$ cat src/rtl/dm_ctrl_if.sv
// Request/response port between the MEM stage (master) and dm_ctrl (slave).
interface dm_ctrl_if;
  logic        req_valid;
  logic        req_ready;
  logic        req_we;
  logic [1:0]  req_size;
  logic        req_unsigned;
  logic [31:0] req_addr;
  logic [31:0] req_wdata;
  logic        resp_valid;
  logic [31:0] resp_rdata;
  logic        resp_err;

  modport master (
    output req_valid, req_we, req_size, req_unsigned, req_addr, req_wdata,
    input  req_ready, resp_valid, resp_rdata, resp_err
  );

  modport slave (
    input  req_valid, req_we, req_size, req_unsigned, req_addr, req_wdata,
    output req_ready, resp_valid, resp_rdata, resp_err
  );
endinterface

$ cat src/rtl/dm_ctrl.sv
// dm_ctrl: data-memory access controller. Loads read a full word and extract
// and extend it; sub-word stores use read-modify-write.
// Optional macro DM_CTRL_MISALIGN_CHK_EN: flag misaligned half/word accesses
// as errors instead of forcing the low address bits to lane alignment.
module dm_ctrl #(
  parameter int unsigned DM_AW     = 7,
  parameter logic [31:0] ERR_RDATA = 32'h0000_0000
) (
  input  logic             clk,
  input  logic             rstn,
  dm_ctrl_if.slave         req,
  output logic             dm_we,
  output logic [DM_AW-1:0] dm_addr,
  output logic [31:0]      dm_wdata,
  output logic [3:0]       dm_loadsel,
  output logic [1:0]       dm_byte,
  input  logic [31:0]      dm_rdata
);

  localparam int unsigned AW = DM_AW + 2;
  localparam logic [1:0] SZ_WORD = 2'b00;
  localparam logic [1:0] SZ_BYTE = 2'b01;
  localparam logic [1:0] SZ_HALF = 2'b10;
  localparam logic [1:0] SZ_RSVD = 2'b11;

  typedef enum logic [2:0] {S_IDLE, S_LOAD, S_RMW_RD, S_WRITE, S_RESP} state_e;

  state_e          state_q, state_d;
  logic [1:0]      size_q, size_d;
  logic            uns_q, uns_d;
  logic [AW-1:0]   addr_q, addr_d;
  logic [31:0]     word_q, word_d;
  logic [31:0]     rdata_q, rdata_d;
  logic            err_q, err_d;
  logic            hs_c;
  logic            err_in_c;
  logic [AW-1:0]   addr_in_c;
  logic            unused_addr_c;

  // Select and sign/zero-extend the addressed lane of a read word.
  function automatic logic [31:0] extract(input logic [31:0] w, input logic [1:0] sz,
                                          input logic uns, input logic [1:0] lane);
    logic [7:0]  b;
    logic [15:0] h;
    b = w[{lane, 3'b000} +: 8];
    h = lane[1] ? w[31:16] : w[15:0];
    case (sz)
      SZ_BYTE: return uns ? {24'h0, b} : {{24{b[7]}}, b};
      SZ_HALF: return uns ? {16'h0, h} : {{16{h[15]}}, h};
      default: return w;
    endcase
  endfunction

  // Overlay sub-word store data onto the word read from memory.
  function automatic logic [31:0] merge(input logic [31:0] w, input logic [31:0] d,
                                        input logic [1:0] sz, input logic [1:0] lane);
    logic [31:0] m;
    m = w;
    if (sz == SZ_BYTE) m[{lane, 3'b000} +: 8] = d[7:0];
    else if (lane[1])  m[31:16] = d[15:0];
    else               m[15:0]  = d[15:0];
    return m;
  endfunction

  assign hs_c          = req.req_valid && (state_q == S_IDLE);
  assign unused_addr_c = ^req.req_addr[31:AW];

  // Classify the incoming request and align its lane bits.
  always_comb begin
    addr_in_c = req.req_addr[AW-1:0];
    err_in_c  = (req.req_size == SZ_RSVD);
`ifdef DM_CTRL_MISALIGN_CHK_EN
    if ((req.req_size == SZ_HALF) && addr_in_c[0])            err_in_c = 1'b1;
    if ((req.req_size == SZ_WORD) && (addr_in_c[1:0] != 2'b00)) err_in_c = 1'b1;
`else
    if (req.req_size == SZ_HALF) addr_in_c[0]   = 1'b0;
    if (req.req_size == SZ_WORD) addr_in_c[1:0] = 2'b00;
`endif
  end

  // State register; reset aborts any sequence and drops dm_we at once.
  always_ff @(posedge clk or negedge rstn) begin
    if (!rstn) state_q <= S_IDLE;
    else       state_q <= state_d;
  end

  // Next-state logic.
  always_comb begin
    state_d = state_q;
    case (state_q)
      S_IDLE: begin
        if (hs_c) begin
          if (err_in_c)                  state_d = S_RESP;
          else if (!req.req_we)          state_d = S_LOAD;
          else if (req.req_size == SZ_WORD) state_d = S_WRITE;
          else                           state_d = S_RMW_RD;
        end
      end
      S_LOAD:   state_d = S_RESP;
      S_RMW_RD: state_d = S_WRITE;
      S_WRITE:  state_d = S_RESP;
      S_RESP:   state_d = S_IDLE;
      default:  state_d = S_IDLE;
    endcase
  end

  // Outputs decoded from the state register and datapath registers only.
  always_comb begin
    req.req_ready  = (state_q == S_IDLE);
    req.resp_valid = (state_q == S_RESP);
    req.resp_rdata = rdata_q;
    req.resp_err   = err_q;
    dm_we          = (state_q == S_WRITE);
    dm_addr        = addr_q[AW-1:2];
    dm_wdata       = word_q;
    dm_loadsel     = 4'b0000;
    dm_byte        = 2'b00;
  end

  // Datapath next values: capture, load extraction, merge, response.
  always_comb begin
    size_d  = size_q;
    uns_d   = uns_q;
    addr_d  = addr_q;
    word_d  = word_q;
    rdata_d = rdata_q;
    err_d   = err_q;
    case (state_q)
      S_IDLE: begin
        if (hs_c) begin
          size_d = req.req_size;
          uns_d  = req.req_unsigned;
          addr_d = addr_in_c;
          word_d = req.req_wdata;
          if (err_in_c) begin
            rdata_d = ERR_RDATA;
            err_d   = 1'b1;
          end
        end
      end
      S_LOAD: begin
        rdata_d = extract(dm_rdata, size_q, uns_q, addr_q[1:0]);
        err_d   = 1'b0;
      end
      S_RMW_RD: word_d = merge(dm_rdata, word_q, size_q, addr_q[1:0]);
      S_WRITE: begin
        rdata_d = 32'h0;
        err_d   = 1'b0;
      end
      default: ;
    endcase
  end

  // Datapath registers.
  always_ff @(posedge clk or negedge rstn) begin
    if (!rstn) begin
      size_q  <= 2'b00;
      uns_q   <= 1'b0;
      addr_q  <= '0;
      word_q  <= 32'h0;
      rdata_q <= 32'h0;
      err_q   <= 1'b0;
    end else begin
      size_q  <= size_d;
      uns_q   <= uns_d;
      addr_q  <= addr_d;
      word_q  <= word_d;
      rdata_q <= rdata_d;
      err_q   <= err_d;
    end
  end

endmodule

$ cat src/flat_wrapper.sv
// flat-port wrapper written by rule: the top's interface ports become plain ports
module dm_ctrl_flat 
#(
  parameter int unsigned DM_AW     = 7,
  parameter logic [31:0] ERR_RDATA = 32'h0000_0000
)
  (clk, rstn, dm_we, dm_addr, dm_wdata, dm_loadsel, dm_byte, dm_rdata, req_req_valid, req_req_we, req_req_size, req_req_unsigned, req_req_addr, req_req_wdata, req_req_ready, req_resp_valid, req_resp_rdata, req_resp_err);
  dm_ctrl_if req_i ();
  input  logic clk;
  input  logic rstn;
  output logic dm_we;
  output logic [DM_AW-1:0] dm_addr;
  output logic [31:0] dm_wdata;
  output logic [3:0] dm_loadsel;
  output logic [1:0] dm_byte;
  input  logic [31:0] dm_rdata;
  input wire logic [$bits(req_i.req_valid)-1:0] req_req_valid;
  input wire logic [$bits(req_i.req_we)-1:0] req_req_we;
  input wire logic [$bits(req_i.req_size)-1:0] req_req_size;
  input wire logic [$bits(req_i.req_unsigned)-1:0] req_req_unsigned;
  input wire logic [$bits(req_i.req_addr)-1:0] req_req_addr;
  input wire logic [$bits(req_i.req_wdata)-1:0] req_req_wdata;
  output wire logic [$bits(req_i.req_ready)-1:0] req_req_ready;
  output wire logic [$bits(req_i.resp_valid)-1:0] req_resp_valid;
  output wire logic [$bits(req_i.resp_rdata)-1:0] req_resp_rdata;
  output wire logic [$bits(req_i.resp_err)-1:0] req_resp_err;
  assign req_i.req_valid = req_req_valid;
  assign req_i.req_we = req_req_we;
  assign req_i.req_size = req_req_size;
  assign req_i.req_unsigned = req_req_unsigned;
  assign req_i.req_addr = req_req_addr;
  assign req_i.req_wdata = req_req_wdata;
  assign req_req_ready = req_i.req_ready;
  assign req_resp_valid = req_i.resp_valid;
  assign req_resp_rdata = req_i.resp_rdata;
  assign req_resp_err = req_i.resp_err;
  dm_ctrl #(.DM_AW(DM_AW), .ERR_RDATA(ERR_RDATA)) u_core (.clk(clk), .rstn(rstn), .req(req_i), .dm_we(dm_we), .dm_addr(dm_addr), .dm_wdata(dm_wdata), .dm_loadsel(dm_loadsel), .dm_byte(dm_byte), .dm_rdata(dm_rdata));
endmodule
$ cat config.mk
export PLATFORM = sky130hd
export DESIGN_NAME = dm_ctrl_flat
export DESIGN_NICKNAME = d
export VERILOG_FILES = /design/src/rtl/dm_ctrl_if.sv /design/src/rtl/dm_ctrl.sv /design/src/flat_wrapper.sv
export SDC_FILE = /design/constraint.sdc
export NUM_CORES = 1
export LEC_CHECK = 0
export ABC_CLOCK_PERIOD_IN_PS = 2000
export BUFFER_PORTS_ARGS = -buffer_cell sky130_fd_sc_hd__buf_2
export CORE_UTILIZATION = 45
export CTS_CLUSTER_DIAMETER = 200
export DETAILED_ROUTE_END_ITERATION = 16
export MAX_ROUTING_LAYER = met4
export PLACE_DENSITY = 0.9
export SETUP_SLACK_MARGIN = 0.5
export SLEW_MARGIN = 20
export SYNTH_ARGS = -nofsm -noshare
export SYNTH_HDL_FRONTEND = slang
export SYNTH_SLANG_ARGS = --single-unit
$ cat constraint.sdc
create_clock -name clk -period 2 [get_ports clk]
set_clock_uncertainty 0.05 [all_clocks]
set_input_delay 0.2 -clock clk [delete_from_list [all_inputs] [get_ports clk]]
set_output_delay 0.2 -clock clk [all_outputs]
set_load 0.05 [all_outputs]
* After elaboration in Yosys (flattened, before gate mapping)
Index checks and enable logic that the tools add are counted. W data, S select, Z words.
Word-level totals: RAM bits 0, register bits 80, output and inout bits 81, ROM bits 0, word-level logic and storage cells 58, latch bits 0, memories kept 0
Operators by class: mux-type cells 23, reductions and logical operators 12, $add $sub $neg 1, shift-type cells 3, $lt $le $gt $ge 0, $mul 0, bitwise logic cells 0, equal/unequal tests 11, div/mod/pow operators 0
Operators by type and width (count):
- $mux W32 | 6
- $pmux W32 S2 | 2
- $pmux W32 S3 | 1
- $mux W16 | 3
- $bwmux W32 | 1
- $shift A8 B7 Y32 const A | 1
- $shiftx A32 B6 Y8 | 1
- $shiftx A8 B7 Y32 | 1
- $mux W3 | 3
- $pmux W3 S3 | 1
- $reduce_and A3 Y1 | 3
- $neg A5 Y7 | 1
- $eq A2 B2 Y1 const B | 3
- $eq A3 B2 Y1 const B | 2
- $mux W1 | 4
- $ne A2 B1 Y1 const B | 2
- $reduce_and A2 Y1 | 2
- $reduce_bool A2 Y1 | 2
- $eq A3 B1 Y1 const B | 1
- $eq A3 B3 Y1 const B | 1
- $logic_not A3 Y1 | 1
- $ne A3 B1 Y1 const B | 1
- $reduce_bool A3 Y1 | 1
- $eq A2 B1 Y1 const B | 1
- other kinds (5) | 5

* Longest topological paths before layout
Gate-level depths: netlist (run 1).
depth after elaboration 6, gate-level depth with buffers 9, gate-level depth less buffers 6

* Worst setup path before layout (run 1)
Ideal clock, no wire load.
path kind reg-to-reg, start register u_core.state_q[1], end register u_core.addr_q[6], cell stages (with the launch flop) 6, arrival time 2.591 ns, slack -0.768 ns, path through dfrtp_1 > buf_2 > nor3_1 > nand2_2 > buf_6 > mux2_1
Between the ends: word-level cells in the longest chain between the ends 3
RTL lines:
- from (decl) | RTL line dm_ctrl.sv:28 | state_e state_q, state_d;
- from (signal assigned) | RTL line dm_ctrl.sv:84 | else state_q <= state_d;
- $logic_not A3 Y1 (*)
- named net req_req_ready | RTL line flat_wrapper.sv:23 | output wire logic [$bits(req_i.req_ready)-1:0] req_req_ready;
- $logic_and A1 B1 Y1 | RTL line dm_ctrl.sv:65 | assign hs_c = req.req_valid && (state_q == S_IDLE);
- $reduce_and A2 Y1 (no line) (*)
- to (signal assigned) | RTL line dm_ctrl.sv:166 | addr_q <= addr_d;
- to (decl) | RTL line dm_ctrl.sv:31 | logic [AW-1:0] addr_q, addr_d;
The timed path passes the listed nets; every way through them passes the cells marked *. A chain may end at the register's enable or synchronous reset.

* Worst setup path in the final report (run 1)
start register u_core.addr_q[1], end register u_core.word_q[20], in the netlist u_core.dm_wdata[20]
Between the ends: word-level cells in the longest chain between the ends 5
RTL lines:
- $neg A5 Y7 | RTL line dm_ctrl.sv:59 | if (sz == SZ_BYTE) m[{lane, 3'b000} +: 8] = d[7:0];
- $shiftx A8 B7 Y32 or $shift A8 B7 Y32 (tied branches) | RTL line dm_ctrl.sv:59
- $bwmux W32 | RTL line dm_ctrl.sv:59
- $mux W32 (*) | RTL line dm_ctrl.sv:59
- $pmux W32 S2 (*) | RTL line dm_ctrl.sv:128 | case (state_q)
- to (signal assigned) | RTL line dm_ctrl.sv:167 | word_q <= word_d;
- to (decl) | RTL line dm_ctrl.sv:32 | logic [31:0] word_q, word_d;
Every way passes the cells marked *; elsewhere a longest branch is shown, timed or not.

==> results of run 1 <==
worst max-delay path, delay by kind of cell, from the launching register on:
kind | cells | cell delay [ps]
multiplexers | 1 | 310
AND/OR/NAND/NOR | 2 | 320
adder cells (fa/ha/maj) | 1 | 150
AO/OA/AOI/OAI | 1 | 280
flip-flops | 1 | 490
buffers and inverters | 1 | 160
state kept, by name, summed over array words and instances (netlist names):
| signal | count |
|---|---|
| u_core.size_q | 2 |
| u_core.addr_q | 9 |
| u_core.state_q | 3 |
| u_core.dm_wdata | 32 |
| u_core.req.resp_err | 1 |
| u_core.uns_q | 1 |
| u_core.req.resp_rdata | 32 |
routing by layer:
layer  wire length (µm)  part of all wire  GRT usage
met5                  0                 0          -
met4                641             0.038      0.142
met3               1440             0.086     0.0464
met2               7980              0.48      0.509
met1               6710              0.40      0.400
repair_timing:
item | in CTS | in global routing
endpoints found under the setup margin | 79 | 80
endpoints found under the hold margin | 28 | 0
pin swaps | 20 | 14
gates cloned | 8 | 0
hold buffers | 2 | 0
resized for setup | 66 | 35
setup buffers | 22 | 4
Yosys cell counts (all sizes together):
master and number:
and2 2, o211ai 7, nand3 16, nor3b 3
a221oi 5, mux2i 1, nor2b 24, ha 7
conb 1, a31oi 2, a311oi 1, nand2 59
a221o 7, o21ai 29, and4bb 2, a21boi 1
a21oi 58, o22ai 4, a21o 1, buf 38
mux4 1, and4b 2, and3b 1, a211o 12
inv 8, a2bb2oi 1, a211oi 19, a22oi 16
dfrtp 80, mux2 36, or2 1, o221ai 1
clkbuf 13, or3b 1, nor2 29, nor3 2
and3 1
cells by family (layout without fill, tap and decap cells):
kind of cell | Yosys count | count (layout) | share of synthesized area
adder cells (fa/ha/maj) | 7 | 7 | 0.0187
multiplexers | 38 | 38 | 0.0935
AO/OA/AOI/OAI | 164 | 164 | 0.238
AND/OR/NAND/NOR | 143 | 144 | 0.151
other | 1 | 6 | 0.000800
flip-flops | 80 | 80 | 0.427
buffers and inverters | 59 | 247 | 0.0713
area by class of cell:
type / count / area share
timing repair buffer: 223 / 0.227
inverter: 8 / 0.00480
clock buffer: 11 / 0.0209
sequential: 80 / 0.296
tap: 133 / 0.0246
clock inverter: 5 / 0.0118
multi-input combinational: 359 / 0.415
per-stage QoR:
stage	hold WS, ps	cells
after global routing	13.4	819
final	18.9	819
after detailed placement	102	767
after global placement	101	767
after floorplan	-146	497
after CTS	10.8	815
power groups by stage:
stage | combinational [W] | clock [W] | sequential [W]
floorplan | 0.00391 | 0 | 0.00471
global placement | 0.00721 | 0 | 0.00295
detailed placement | 0.00736 | 0 | 0.00299
CTS | 0.00851 | 0.00136 | 0.00296
global route | 0.00944 | 0.00142 | 0.00307
finish | 0.00903 | 0.00135 | 0.00300
how the worst min path moves through the flow:
stage	to	start	slack (ps)	cells after the start
2_1_floorplan	u_core.addr_q[0]$_DFFE_PN0P_	rstn	-150	0
3_3_place_gp	u_core.dm_wdata[12]$_DFFE_PN0P_	rstn	100	1
3_5_place_dp	u_core.dm_wdata[11]$_DFFE_PN0P_	rstn	100	1
4_1_cts	u_core.addr_q[7]$_DFFE_PN0P_	req_req_addr[7]	10	2
5_1_grt	u_core.addr_q[4]$_DFFE_PN0P_	req_req_addr[4]	10	2
6_report	u_core.addr_q[4]$_DFFE_PN0P_	req_req_addr[4]	20	2
==> flow_metrics.tcl, run 1 <==
set metrics [dict create \
    start_util 0.471 \
    critical_path.cell_chain "buf_6 > ha_4 > and4bb_2 > mux2_4 > a221oi_2 > nor2_1" \
    outcome "finished, final reports clean" \
    wire_per_inst_um 20.5 \
    drt_pass1_iterations 5 \
    n_antenna_cell 0 \
    cp_slowest_stage_delay_ps 490 \
    drv_cap 0 \
    power_switching_w 0.00686 \
    area.growth.synth_to_final_pct 44.5 \
    vias_per_cell 5.98 \
    io_buffer_count 154 \
    cts_max_path_buffers 2 \
    grt_use_total 0.317 \
    hpwl_um 11200 \
    yosysTopAreaCellShare 0.427 \
    drc 0 \
    synth_area_mm2 0.00469 \
    wl_um 16800 \
    core_area_mm2 0.00995 \
    fmax_mhz 534 \
    arrival_ps 2070 \
    clk_latency_ps 370 \
    rsz0062_at_grt "true" \
    seq_area_mm2 0.00201 \
    final-hold-violation-count 0 \
    cts_sinks 80 \
    antenna_found_initial 0 \
    layout_setup_ws_ps 128 \
    dieArea_mm2 0.0108 \
    critPathKind "reg -> reg" \
    grt_overflow_total 0 \
    placed_cell_area_mm2 0.00578 \
    setup_viol 0 \
    timing.final.crit_share 0.936 \
    final_common_cell "buf_2" \
    internal_power_w 0.00651 \
    reg2reg_to "u_core.dm_wdata[20]$_DFFE_PN0P_" \
    final_max_slew_viol_count 0 \
    startpoint "u_core.addr_q[1]$_DFFE_PN0P_" \
    synth-seq-cells 80 \
    drive_gt1_frac 0.526 \
    grt_pass1_wl_um 25700 \
    ant_nets 0 \
    startpoint_type "flip-flop" \
    required_ps 2200 \
    cts_tree "done" \
    cts_root_buf "clkbuf_8" \
    dieHeight_um 104 \
    drtIter0Drc 337 \
    final_cell_mix "buf_2, dfrtp_1, nand2_1" \
    power_w 0.0134 \
    final_area_mm2 0.00677 \
    yosys-top-cells-area "dfrtp_1, mux2_2, a21oi_1, nand2_1, nor2b_1" \
    multiInputGateArea_mm2 0.00281 \
    grt_pass1_vias 4808 \
    pwr-share-clk 0.101 \
    yosys_warnings 0 \
    ir_drop_v 0.00120 \
    yosysUniqueCellTypes 49 \
    rows 36 \
    pre_cts_ws_ps 26.0 \
    reg2regPathDepth 6 \
    chipWidth_um 104 \
    clk_pin_slew_ps 80 \
    crit_slowest_cell "dfrtp_2" \
    cts_inserted_buffers 9 \
    gp_routability_congestion 0.881 \
    switching_share 0.513 \
    io_pins 184 \
    p_leak_nw 3.17 \
    power_density_mw_per_mm2 1970 \
    p_seq_frac 0.224 \
    yosysSeqAreaShare 0.427 \
    fin_crit_ps 1870 \
    setup_tns_ps 0 \
    endpoint "u_core.dm_wdata[20]$_DFFE_PN0P_" \
    rrSetupSlack_ps 130 \
    pwr-share-comb 0.675 \
    htree_levels 3 \
    n_fill_cell 740 \
    hold_class "in -> reg" \
    r2r_start "u_core.addr_q[1]$_DFFE_PN0P_" \
    syn_inst 492 \
    finalNetCount 791 \
    path_max_fanout 5 \
    synth_top_cell_by_area "dfrtp_1" \
    fin_util 0.680 \
    vias 4896 \
    syn_area_per_cell_um2 9.52 \
    end_kind "flip-flop" \
    grt_max_degree 31 \
]
Note: power is estimated with default switching activity, not from simulation.
==> run 2: changes to the inputs <==
- CORE_UTILIZATION: 45 -> 30
- PLACE_DENSITY: 0.9 -> 0.68
- SETUP_SLACK_MARGIN: 0.5 -> 0.3
==> run 2 against run 1 <==
  * Worst setup slack gained 10 ps
  * First-iteration DRC count is 45% lower
  * Sequential cell count is the same
  * Register-to-register slack hardly changed
  * Design area fell by 4.0%
  * Global-route usage decreased by 10 points
  * Clock power is 10% higher
  * Hold slack improved by 0.70 ps
  * Core utilization decreased by 25 points
==> flow_metrics.tcl, run 2 (synthesized netlist as in run 1, its figures left out) <==
set metrics [dict create \
    outcome "finished, final reports clean" \
    drv_cap 0 \
    finalNetCount 774 \
    fin_crit_ps 1860 \
    p_leak_nw 3.03 \
    hpwl_um 12200 \
    area.growth.synth_to_final_pct 38.7 \
    drive_gt1_frac 0.484 \
    startpoint_type "flip-flop" \
    grt_pass1_vias 4385 \
    antenna_found_initial 1 \
    power_w 0.0126 \
    wire_per_inst_um 19.2 \
    core_area_mm2 0.0152 \
    critPathKind "reg -> reg" \
    drc 0 \
    final_max_slew_viol_count 0 \
    worst_slew_pin_slew_ps 698 \
    drtIter0Drc 187 \
    path_max_fanout 7 \
    clk_latency_ps 340 \
    cts_sinks 80 \
    htree_levels 3 \
    arrival_ps 2030 \
    drt_pass1_iterations 5 \
    io_pins 184 \
    cts_max_path_buffers 2 \
    final-hold-violation-count 0 \
    vias 4544 \
    dieArea_mm2 0.0161 \
    final_common_cell "buf_2" \
    seq_area_mm2 0.00201 \
    cts_tree "done" \
    slew_headroom 0.535 \
    fmax_mhz 537 \
    timing.final.crit_share 0.931 \
    ir_drop_v 0.000918 \
    required_ps 2170 \
    chipWidth_um 127 \
    grt_overflow_total 0 \
    pre_cts_ws_ps 46.6 \
    grt_max_degree 51 \
    n_fill_cell 1516 \
    cts_root_buf "clkbuf_16" \
    vias_per_cell 5.31 \
    rsz0062_at_grt "true" \
    wl_um 16500 \
    clk_pin_slew_ps 60 \
    ant_nets 0 \
    gp_routability_congestion 0.938 \
    rows 45 \
    io_buffer_count 154 \
    final_cell_mix "buf_2, dfrtp_1, nand2_1" \
    grt_pass1_wl_um 25200 \
    setup_viol 0 \
    grt_use_total 0.215 \
    cts_inserted_buffers 9 \
    layout_setup_ws_ps 139 \
    setup_tns_ps 0 \
    hold_class "in -> reg" \
    start_util 0.308 \
    multiInputGateArea_mm2 0.00267 \
    dieHeight_um 127 \
    power_density_mw_per_mm2 1940 \
    end_kind "flip-flop" \
]
==> run 2: final timing paths <==
path	slack, ps	cells past startpoint	start	end
worst max register to register	140	6	u_core.addr_q[1]$_DFFE_PN0P_	u_core.dm_wdata[17]$_DFFE_PN0P_
worst min-delay path	20	2	req_req_addr[6]	u_core.addr_q[6]$_DFFE_PN0P_
worst max-delay path	140	6	u_core.addr_q[1]$_DFFE_PN0P_	u_core.dm_wdata[17]$_DFFE_PN0P_
worst min register to register	430	2	u_core.req.resp_rdata[12]$_DFFE_PN0P_	u_core.req.resp_rdata[12]$_DFFE_PN0P_
max in group asynchronous	820	3	rstn	u_core.req.resp_rdata[9]$_DFFE_PN0P_
min in group asynchronous	400	2	rstn	u_core.req.resp_rdata[28]$_DFFE_PN0P_
==> run 2: cell type report <==
| type | instances | area share |
|---|---|---|
| Multi-Input combinational cell | 358 | 0.411 |
| Sequential cell | 80 | 0.309 |
| Timing Repair Buffer | 207 | 0.198 |
| Clock buffer | 10 | 0.0368 |
| Tap cell | 188 | 0.0362 |
| Inverter | 8 | 0.00501 |
| Clock inverter | 4 | 0.00347 |
| Antenna cell | 1 | 0.000385 |
==> run 2: power by group <==
part	internal (W)	switching, W	leakage (nW)	total (W)
Combinational	0.00288	0.00524	1.93	0.00812
Clock	0.000853	0.000641	0.130	0.00149
Sequential	0.00234	0.000633	0.976	0.00298
==> run 2: per-stage QoR <==
stage          utilization  std cells  hold slack (ps)  area [µm²]
3_3_place_gp         0.383        827              246        5820
5_1_grt              0.427        856             21.1        6500
4_1_cts              0.416        852             6.48        6320
6_report             0.427        856             19.6        6500
2_1_floorplan            -        497             -146        4870
3_5_place_dp         0.383        827              247        5820
==> run 2: what timing repair did <==
action / 4_1_cts / 5_1_grt
setup buffers: 7 / 3
pin swaps: 3 / 10
endpoints found under the hold margin: 47 / 0
gates resized for setup: 25 / 38
gates cloned: 3 / 0
hold buffers: 1 / 0
setup endpoints to repair: 66 / 67
==> run 2: critical path: stages, from the launching register on <==
cell	delay, ps
dfrtp_2	480
inv_4	90
ha_4	200
and4bb_2	260
mux2_4	310
a221oi_2	270
nor2_1	70
==> run 2: routing by layer <==
metal,vias to the layer above,track usage,part of all wire
li1,2100,-,-
met1,2247,0.268,0.43
met2,173,0.346,0.49
met3,24,0.0469,0.058
met4,0,0.0721,0.022
met5,-,-,0
==> run 3: changes to the inputs <==
- CELL_PAD_IN_SITES_DETAIL_PLACEMENT: default -> 1
- CELL_PAD_IN_SITES_GLOBAL_PLACEMENT: default -> 1
- PLACE_DENSITY: 0.68 -> 0.84
==> run 3 against run 2 <==
  * Combinational power grew 11%
  * First-iteration DRC count grew 28%
  * Critical endpoint is now u_core.dm_wdata[21]$_DFFE_PN0P_
  * Sequential share of layout area shrank 1.8 points
==> flow_metrics.tcl, run 3 (synthesized netlist as in run 1, its figures left out) <==
set metrics [dict create \
    grt_use_total 0.250 \
    hold_depth 2 \
    holdPathEnd "u_core.addr_q[6]$_DFFE_PN0P_" \
    slew_headroom 0.596 \
    path_max_fanout 4 \
    wl_um 19300 \
    dieHeight_um 127 \
    io_pins 184 \
    r2r_start "u_core.addr_q[1]$_DFFE_PN0P_" \
    clk_latency_ps 350 \
    cts_max_path_buffers 2 \
    final_cell_mix "buf_2, dfrtp_1, a21oi_1, buf_4, nand2_1" \
    final_max_slew_viol_count 0 \
    power_density_mw_per_mm2 2020 \
    final_area_mm2 0.00690 \
    grt_overflow_total 0 \
    drive_gt1_frac 0.523 \
    clk_pin_slew_ps 60 \
    n_antenna_cell 0 \
    outcome "finished, final reports clean" \
    hold_start "req_req_addr[6]" \
    rsz0062_at_grt "true" \
    reg2reg_to "u_core.dm_wdata[21]$_DFFE_PN0P_" \
    cts_sinks 80 \
    start_util 0.308 \
    grt_max_degree 42 \
    timing.final.crit_share 0.920 \
    startpoint_type "flip-flop" \
    grt_pass1_vias 4991 \
    drtIter0Drc 239 \
    chipWidth_um 127 \
    ant_nets 0 \
    fmax_mhz 543 \
    finalNetCount 788 \
    setup_viol 0 \
    end_kind "flip-flop" \
    vias 4722 \
    required_ps 2180 \
    htree_levels 3 \
    placed_cell_area_mm2 0.00584 \
    hold_class "in -> reg" \
    final_common_cell "buf_2" \
    dieArea_mm2 0.0161 \
    critPathKind "reg -> reg" \
    reg2regPathDepth 6 \
    core_area_mm2 0.0152 \
    cts_root_buf "clkbuf_16" \
    io_buffer_count 154 \
    rrSetupSlack_ps 160 \
    drv_cap 0 \
    drt_pass1_iterations 4 \
    cts_tree "done" \
    cts_inserted_buffers 9 \
    grt_pass1_wl_um 29200 \
    final-hold-violation-count 0 \
    worst_slew_pin_slew_ps 606 \
    wire_per_inst_um 22.2 \
    ir_drop_v 0.00105 \
    gp_routability_congestion 0.909 \
    drc 0 \
    arrival_ps 2020 \
    p_leak_nw 3.21 \
    vias_per_cell 5.43 \
    area.growth.synth_to_final_pct 47.3 \
    rows 45 \
    power_w 0.0139 \
    setup_tns_ps 0 \
    antenna_found_initial 0 \
    hpwl_um 13400 \
    fin_crit_ps 1840 \
]
[run 3: changes by cell type in the layout (fill, tap and decap cells not counted), sizes merged, moves of 2 or more]
cell and change:
buf +15, bufinv +2, clkinv -3, clkbuf +3
[run 3: area by class of cell]
class / instances / area (µm²)
clock buffers: 13 / 280
multi-input cells: 358 / 2780
fillers: 1741 / 8300
well taps: 188 / 235
repair buffers: 221 / 1510
clock inverters: 2 / 60.1
flip-flops and latches: 80 / 2010
inverters: 8 / 32.5
[run 3: what timing repair did]
item / in CTS / in global routing
setup buffers: 20 / 6
setup endpoints to repair: 65 / 65
hold endpoints to repair: 39 / 0
gates resized for setup: 61 / 47
gates cloned: 4 / 0
hold buffers: 1 / 0
pin swaps: 11 / 18
[run 3: worst max-delay path, stage by stage, from the launching register on]
cell and delay, ps:
dfrtp_2 470, buf_6 160, ha_4 150, and4bb_2 250, mux2_4 310, a221oi_2 280, nor2_1 60
[run 3: how the worst max path moves through the flow]
| stage | start | slack [ps] | endpoint | cells after the start |
|---|---|---|---|---|
| floorplan | u_core.addr_q[1]$_DFFE_PN0P_ | 90 | u_core.dm_wdata[17]$_DFFE_PN0P_ | 8 |
| global placement | u_core.addr_q[1]$_DFFE_PN0P_ | 80 | u_core.dm_wdata[17]$_DFFE_PN0P_ | 6 |
| detailed placement | u_core.addr_q[1]$_DFFE_PN0P_ | 30 | u_core.req.resp_rdata[13]$_DFFE_PN0P_ | 4 |
| CTS | u_core.addr_q[1]$_DFFE_PN0P_ | 150 | u_core.dm_wdata[17]$_DFFE_PN0P_ | 6 |
| global route | u_core.addr_q[0]$_DFFE_PN0P_ | 100 | u_core.dm_wdata[20]$_DFFE_PN0P_ | 6 |
| finish | u_core.addr_q[1]$_DFFE_PN0P_ | 160 | u_core.dm_wdata[21]$_DFFE_PN0P_ | 6 |
[run 3: through the flow]
step	cells	util	hold WS, ps	worst slack (ps)
after floorplan	497	-	-146	93.4
after global placement	824	0.384	182	80.4
after detailed placement	824	0.384	195	32.6
after CTS	864	0.437	12.4	147
after global routing	870	0.454	31.5	98.9
final	870	0.454	26.4	159
[run 3: metal layers]
metal,vias to the layer above,GRT usage,part of all wire
met5,-,-,0
met4,0,0.116,0.036
met3,37,0.0276,0.049
met2,173,0.410,0.49
met1,2381,0.310,0.42
li1,2131,-,-
[run 3: power by group]
part	internal, W	switching (W)	total [W]
clock network	0.00122	0.000680	0.00190
registers	0.00234	0.000664	0.00301
logic	0.00334	0.00566	0.00900
total	0.00691	0.00700	0.0139
